$ cat src/rtl/instruction_fetch.sv
// IF stage: fetches instruction words over a req/ack handshake, buffers them in a
// 2-entry prefetch queue and drives the IF/ID register (PC2/IR2/valid2) for decode.
module instruction_fetch #(
  parameter logic [31:0] RESET_PC  = 32'h0000_0000,
  parameter logic [31:0] NOP_INSTR = 32'h0000_0000,
  parameter int          PC_STEP   = 4
) (
  input  logic        clk,
  input  logic        rst_n,
  input  logic        stall,
  input  logic        redirect_valid,
  input  logic [31:0] redirect_pc,
  output logic        imem_req,
  output logic [31:0] imem_addr,
  input  logic        imem_ack,
  input  logic [31:0] imem_rdata,
  output logic [31:0] PC2,
  output logic [31:0] IR2,
  output logic        valid2,
  output logic [1:0]  q_count
);

  typedef enum logic [1:0] {IDLE, FETCH, DISCARD} state_t;

  state_t      state, state_next;
  logic [31:0] fetch_pc;
  logic [31:0] discard_addr;
  logic [31:0] q_pc [2];
  logic [31:0] q_ir [2];

  logic accepted, load_en, pop, bypass, enq;

  assign accepted = imem_req && imem_ack;
  assign load_en  = !stall && !redirect_valid;
  assign pop      = load_en && (q_count != 2'd0);
  assign bypass   = load_en && (q_count == 2'd0) && (state == FETCH) && accepted;
  assign enq      = (state == FETCH) && accepted && !redirect_valid && !bypass;

  // A request raised in FETCH is never withdrawn: the queue cannot grow without an ack,
  // so the q_count/stall condition stays true until the handshake completes.
  always_comb begin
    state_next = state;
    imem_req   = 1'b0;
    imem_addr  = fetch_pc;
    case (state)
      IDLE: state_next = FETCH;
      FETCH: begin
        imem_req = (q_count != 2'd2) || !stall;
        if (redirect_valid && imem_req && !imem_ack)
          state_next = DISCARD;
      end
      DISCARD: begin
        imem_req  = 1'b1;
        imem_addr = discard_addr;
        if (imem_ack)
          state_next = FETCH;
      end
      default: state_next = IDLE;
    endcase
  end

  always_ff @(posedge clk or negedge rst_n) begin
    if (!rst_n) begin
      state        <= IDLE;
      fetch_pc     <= RESET_PC;
      discard_addr <= RESET_PC;
    end else begin
      state <= state_next;
      if (state == FETCH && redirect_valid && imem_req && !imem_ack)
        discard_addr <= fetch_pc;
      if (redirect_valid)
        fetch_pc <= redirect_pc;
      else if (state == FETCH && accepted)
        fetch_pc <= fetch_pc + 32'(PC_STEP);
    end
  end

  // Head lives in entry 0; a simultaneous pop and enqueue shifts entry 1 forward.
  always_ff @(posedge clk or negedge rst_n) begin
    if (!rst_n) begin
      q_count <= 2'd0;
      q_pc[0] <= 32'h0;
      q_pc[1] <= 32'h0;
      q_ir[0] <= 32'h0;
      q_ir[1] <= 32'h0;
    end else if (redirect_valid) begin
      q_count <= 2'd0;
    end else begin
      case ({pop, enq})
        2'b10: begin
          q_pc[0] <= q_pc[1];
          q_ir[0] <= q_ir[1];
          q_count <= q_count - 2'd1;
        end
        2'b01: begin
          q_pc[q_count[0]] <= imem_addr;
          q_ir[q_count[0]] <= imem_rdata;
          q_count          <= q_count + 2'd1;
        end
        2'b11: begin
          if (q_count == 2'd1) begin
            q_pc[0] <= imem_addr;
            q_ir[0] <= imem_rdata;
          end else begin
            q_pc[0] <= q_pc[1];
            q_ir[0] <= q_ir[1];
            q_pc[1] <= imem_addr;
            q_ir[1] <= imem_rdata;
          end
        end
        default: ;
      endcase
    end
  end

  // IF/ID register: redirect squashes, stall holds, otherwise queue head, bypass, or bubble.
  always_ff @(posedge clk or negedge rst_n) begin
    if (!rst_n) begin
      PC2    <= 32'h0;
      IR2    <= NOP_INSTR;
      valid2 <= 1'b0;
    end else if (redirect_valid) begin
      IR2    <= NOP_INSTR;
      valid2 <= 1'b0;
    end else if (!stall) begin
      if (pop) begin
        PC2    <= q_pc[0];
        IR2    <= q_ir[0];
        valid2 <= 1'b1;
      end else if (bypass) begin
        PC2    <= imem_addr;
        IR2    <= imem_rdata;
        valid2 <= 1'b1;
      end else begin
        IR2    <= NOP_INSTR;
        valid2 <= 1'b0;
      end
    end
  end

endmodule
$ cat config.mk
export PLATFORM = sky130hd
export DESIGN_NAME = instruction_fetch
export DESIGN_NICKNAME = d
export VERILOG_FILES = /design/src/rtl/instruction_fetch.sv
export SDC_FILE = /design/constraint.sdc
export NUM_CORES = 1
export LEC_CHECK = 0
export BUFFER_PORTS_ARGS = -buffer_cell sky130_fd_sc_hd__buf_2
export CORE_UTILIZATION = 53
export DETAILED_ROUTE_END_ITERATION = 8
export PLACE_DENSITY = 0.78
export SYNTH_ARGS = -nofsm -noshare
export SYNTH_HDL_FRONTEND = slang
export SYNTH_SLANG_ARGS = --single-unit
$ cat constraint.sdc
create_clock -name clk -period 2.5 [get_ports clk]
set_input_delay 0.375 -clock clk [delete_from_list [all_inputs] [get_ports clk]]
set_output_delay 0.375 -clock clk [all_outputs]
set_load 0.02 [all_outputs]
==> flow_summary.yaml <==
run_status:
  status: "finished, final reports clean"
floorplan:
  core_area_um2: 24530
  die-area_um2: 25920
  start_util_pct: 54.62
  io_pins: 169
  die_w_um: 161
  std_cell_rows: 57
  die_y_um: 161
synthesis:
  synth_seq_cells: 261
  synth_edf_count: 0
  synthMuxAreaShare_pct: 17.06
  synth-simple-area-share_pct: 10.94
  syn_nets: 1400
  ys_async_sr_fraction_pct: 100.0
  seq_area_frac_synth_pct: 48.74
  synth-xor-area-share_pct: 0.5229
  synth_fa_ha_area_share_pct: 0.8404
  synth-compound-area-share_pct: 16.60
  synth_cell_types: 50
  synth_most_common_cell: "dfrtp_1"
  synth_top_area_share_pct: 48.74
  synth-main-ff-cell: "dfrtp_1"
  synth_commonest_cells: "dfrtp_1 (261), mux2i_1 (126), o21ai_0 (124)"
  synth.area.top_cells: "dfrtp_1 (49%), mux2i_1 (9.4%), mux2_2 (7.6%)"
  avgSynthCellArea_um2: 10.14
  postSynthCellCount: 1322
  synth_top_family_by_area: "multiplexers"
  syn_area_um2: 13400
  ys_warn_count: 0
  yosys.area.top_type: "dfrtp_1"
drt:
  firstDrtPassIters: 7
  wl_per_cell_um: 21.02
  drt-total-wl_um: 38270
  via_per_inst: 6.326
  drt_iter0_markers: 1254
  drc: 0
  antenna_left: 0
  vias: 11520
power_and_ir_drop:
  p_per_area_nw_per_um2: 1106
  vdd.ir_drop.worst_uv: 606.7
  power_mw: 17.74
  p_leak_nw: 7.200
sta:
  hold_viol_final: 0
  max_freq_mhz: 403.9
  setup_viol_count_final: 0
  slew_viol_final: 0
  whs_ns: 0.03129
  period_share_pct: 99.04
  period_needed_ns: 2.476
  skew_ns: 0.01855
  rsz0062_at_grt: "yes"
  relSlewSlack_pct: 39.17
  tightest_slew_ns: 0.9124
cts:
  clk_latency_ns: 0.55
  clk_pin_slew_worst_paths_ns: 0.06
  numCtsBuffers: 28
  cts_sinks: 261
  cts-root-buf: "clkbuf_16"
  h-tree-depth: 1
  clockBufferDepth: 3
  cts_tree: "built"
global_routing:
  grt_pass1_wl_um: 60690
  grt_pass1_vias: 11240
  gr-usage-met1_pct: 39.62
  gr-max-usage-layer: "met2"
  grt-ovfl-total: 0
  grt_max_degree: 78
  grt_usage_pct: 29.24
  grtUsageMet3_pct: 4.032
  antenna_found_initial: 0
  use_met2_pct: 46.45
setup_path:
  path_max_fanout: 10
  r2r_setup_slack_ns: 0.10
  criticalPathCategory: "reg2out"
  reg2reg_from: "fetch_pc[8]$_DFFE_PN0N_"
  critPathMaxStageDelay_ns: 0.42
  arrival_ns: 2.10
  reg2regPathDepth: 4
  cp_num_buf_inv: 3
  worstPathRequired_ns: 2.12
  path_cells: "inv_2 -> ha_4 -> buf_12 -> mux2_2 -> buf_2"
  start_kind: "register"
  r2r_end: "fetch_pc[29]$_DFFE_PN0N_"
  critical_path.slowest_cell: "dfrtp_1"
  crit_path_end_kind: "output pin"
  critPathTopFamily: "buffers and inverters"
worst_hold_path:
  hp-class: "in2reg"
  min_from: "redirect_pc[16]"
  min_to: "fetch_pc[16]$_DFFE_PN0N_"
  min_path_cells: 3
placement:
  gp_congestion: 0.8590
  hpwl_um: 24230
  port_buffers: 168
finish:
  drive_gt1_share_pct: 26.92
  areaGrowthSynthToFinish_pct: 19.75
  antenna_cells: 0
  nets: 1557
run:
  maxCapViolCount: 0
[report_power, final]
group	switching [mW]	internal, mW	total [mW]
registers	1.07	5.76	6.84
clock network	1.65	2.32	3.97
logic	4.05	2.89	6.93
total	6.77	11.0	17.7
[placed cells by master, fill, tap and decap left out, types with 3 or more instances in the layout]
| cell type | n |
|---|---|
| dfrtp_1 | 260 |
| buf_2 | 167 |
| o21ai_0 | 124 |
| mux2i_1 | 113 |
| nand2_1 | 109 |
| nor2_1 | 84 |
| mux2_2 | 83 |
| inv_1 | 65 |
| buf_4 | 54 |
| a31oi_1 | 49 |
| o22ai_1 | 32 |
| clkbuf_16 | 29 |
| a21oi_1 | 24 |
| a222oi_1 | 20 |
| o221ai_1 | 18 |
| nor3_1 | 17 |
| a211oi_1 | 16 |
| nand4_1 | 15 |
| and4_1 | 15 |
| a22oi_1 | 15 |
| buf_12 | 15 |
| or4_1 | 14 |
| o32ai_1 | 14 |
| o31ai_1 | 13 |
| nand3_1 | 12 |
| mux2i_2 | 11 |
| clkbuf_1 | 10 |
| clkbuf_8 | 9 |
| mux2_4 | 8 |
| xnor2_1 | 7 |
| ha_1 | 7 |
| nor4_1 | 5 |
| or4b_1 | 5 |
| nor2b_1 | 4 |
| or3_1 | 4 |
| nand3b_1 | 3 |
| o41ai_1 | 3 |
| o211ai_1 | 3 |
[what timing repair did]
item | 4_1_cts | 5_1_grt
resized for setup | 20 | 11
cloned | 1 | 1
endpoints found under the setup margin | 26 | 70
setup buffers | 0 | 0
hold buffers | 1 | 0
hold endpoints to repair | 71 | 0
[cell type report]
cell class	instances	area (µm²)
inverters	66	247.7
well taps	324	405.4
repair buffers	240	1619
fillers	1890	8488
multi-input cells	882	6362
clock inverters	1	16.27
flip-flops and latches	261	6533
clock buffers	47	862.1
[per-layer routing]
layer  share of wire, %  wire length [µm]
met4                4.2              1597
met2                 48             18470
met3                6.9              2652
met1                 41             15560
met5                  0                 0
[registers in the layout (all words and copies together), names as in the netlist]
register / count
PC2: 32
IR2: 32
q_pc: 64
fetch_pc: 32
discard_addr: 32
state: 2
valid2: 1
q_count: 2
q_ir: 64
[worst reg2reg max path: cells and delay by family (launching register included)]
kind,cells,cell delay [ns]
compound gates,1,0.21
flops,1,0.51
simple gates,3,1.58
[through the flow]
stage | util [%] | setup TNS (ns) | instances | worst slack (ns) | cell area [µm²]
after floorplan | - | -1.950 | 1322 | -0.04790 | 13400
after global placement | 61.05 | 0 | 1770 | 0.1153 | 14980
after detailed placement | 61.05 | 0 | 1770 | 0.03828 | 14980
after CTS | 65.12 | -0.05959 | 1820 | -0.01870 | 15980
after global routing | 65.40 | -0.06379 | 1821 | -0.01132 | 16050
final | 65.40 | 0 | 1821 | 0.02405 | 16050
[worst max-delay path by stage]
stage                      startpoint                       end  slack (ns)  cells past startpoint
3_5_place_dp   q_count[0]$_DFFE_PN0P_  fetch_pc[15]$_DFFE_PN0N_        0.04                      7
5_1_grt          state[0]$_DFFE_PN0P_              imem_addr[7]       -0.01                      5
3_3_place_gp     state[0]$_DFFE_PN0P_  fetch_pc[17]$_DFFE_PN0N_        0.12                      7
4_1_cts          state[0]$_DFFE_PN0P_             imem_addr[25]       -0.02                      6
6_report         state[0]$_DFFE_PN0P_             imem_addr[19]        0.02                      5
2_1_floorplan  q_count[0]$_DFFE_PN0P_      q_pc[27]$_DFFE_PN0P_       -0.05                     11
[cells by family (layout without fill, tap and decap cells)]
logic type,Yosys count,count (layout)
AO/OA/AOI/OAI,343,343
AND/OR/NAND/NOR,305,305
flip-flops,261,261
multiplexers,217,217
buffers and inverters,179,354
adder cells (fa/ha/maj),9,9
XOR/XNOR,8,8
Note: power is estimated with default switching activity, not from simulation.
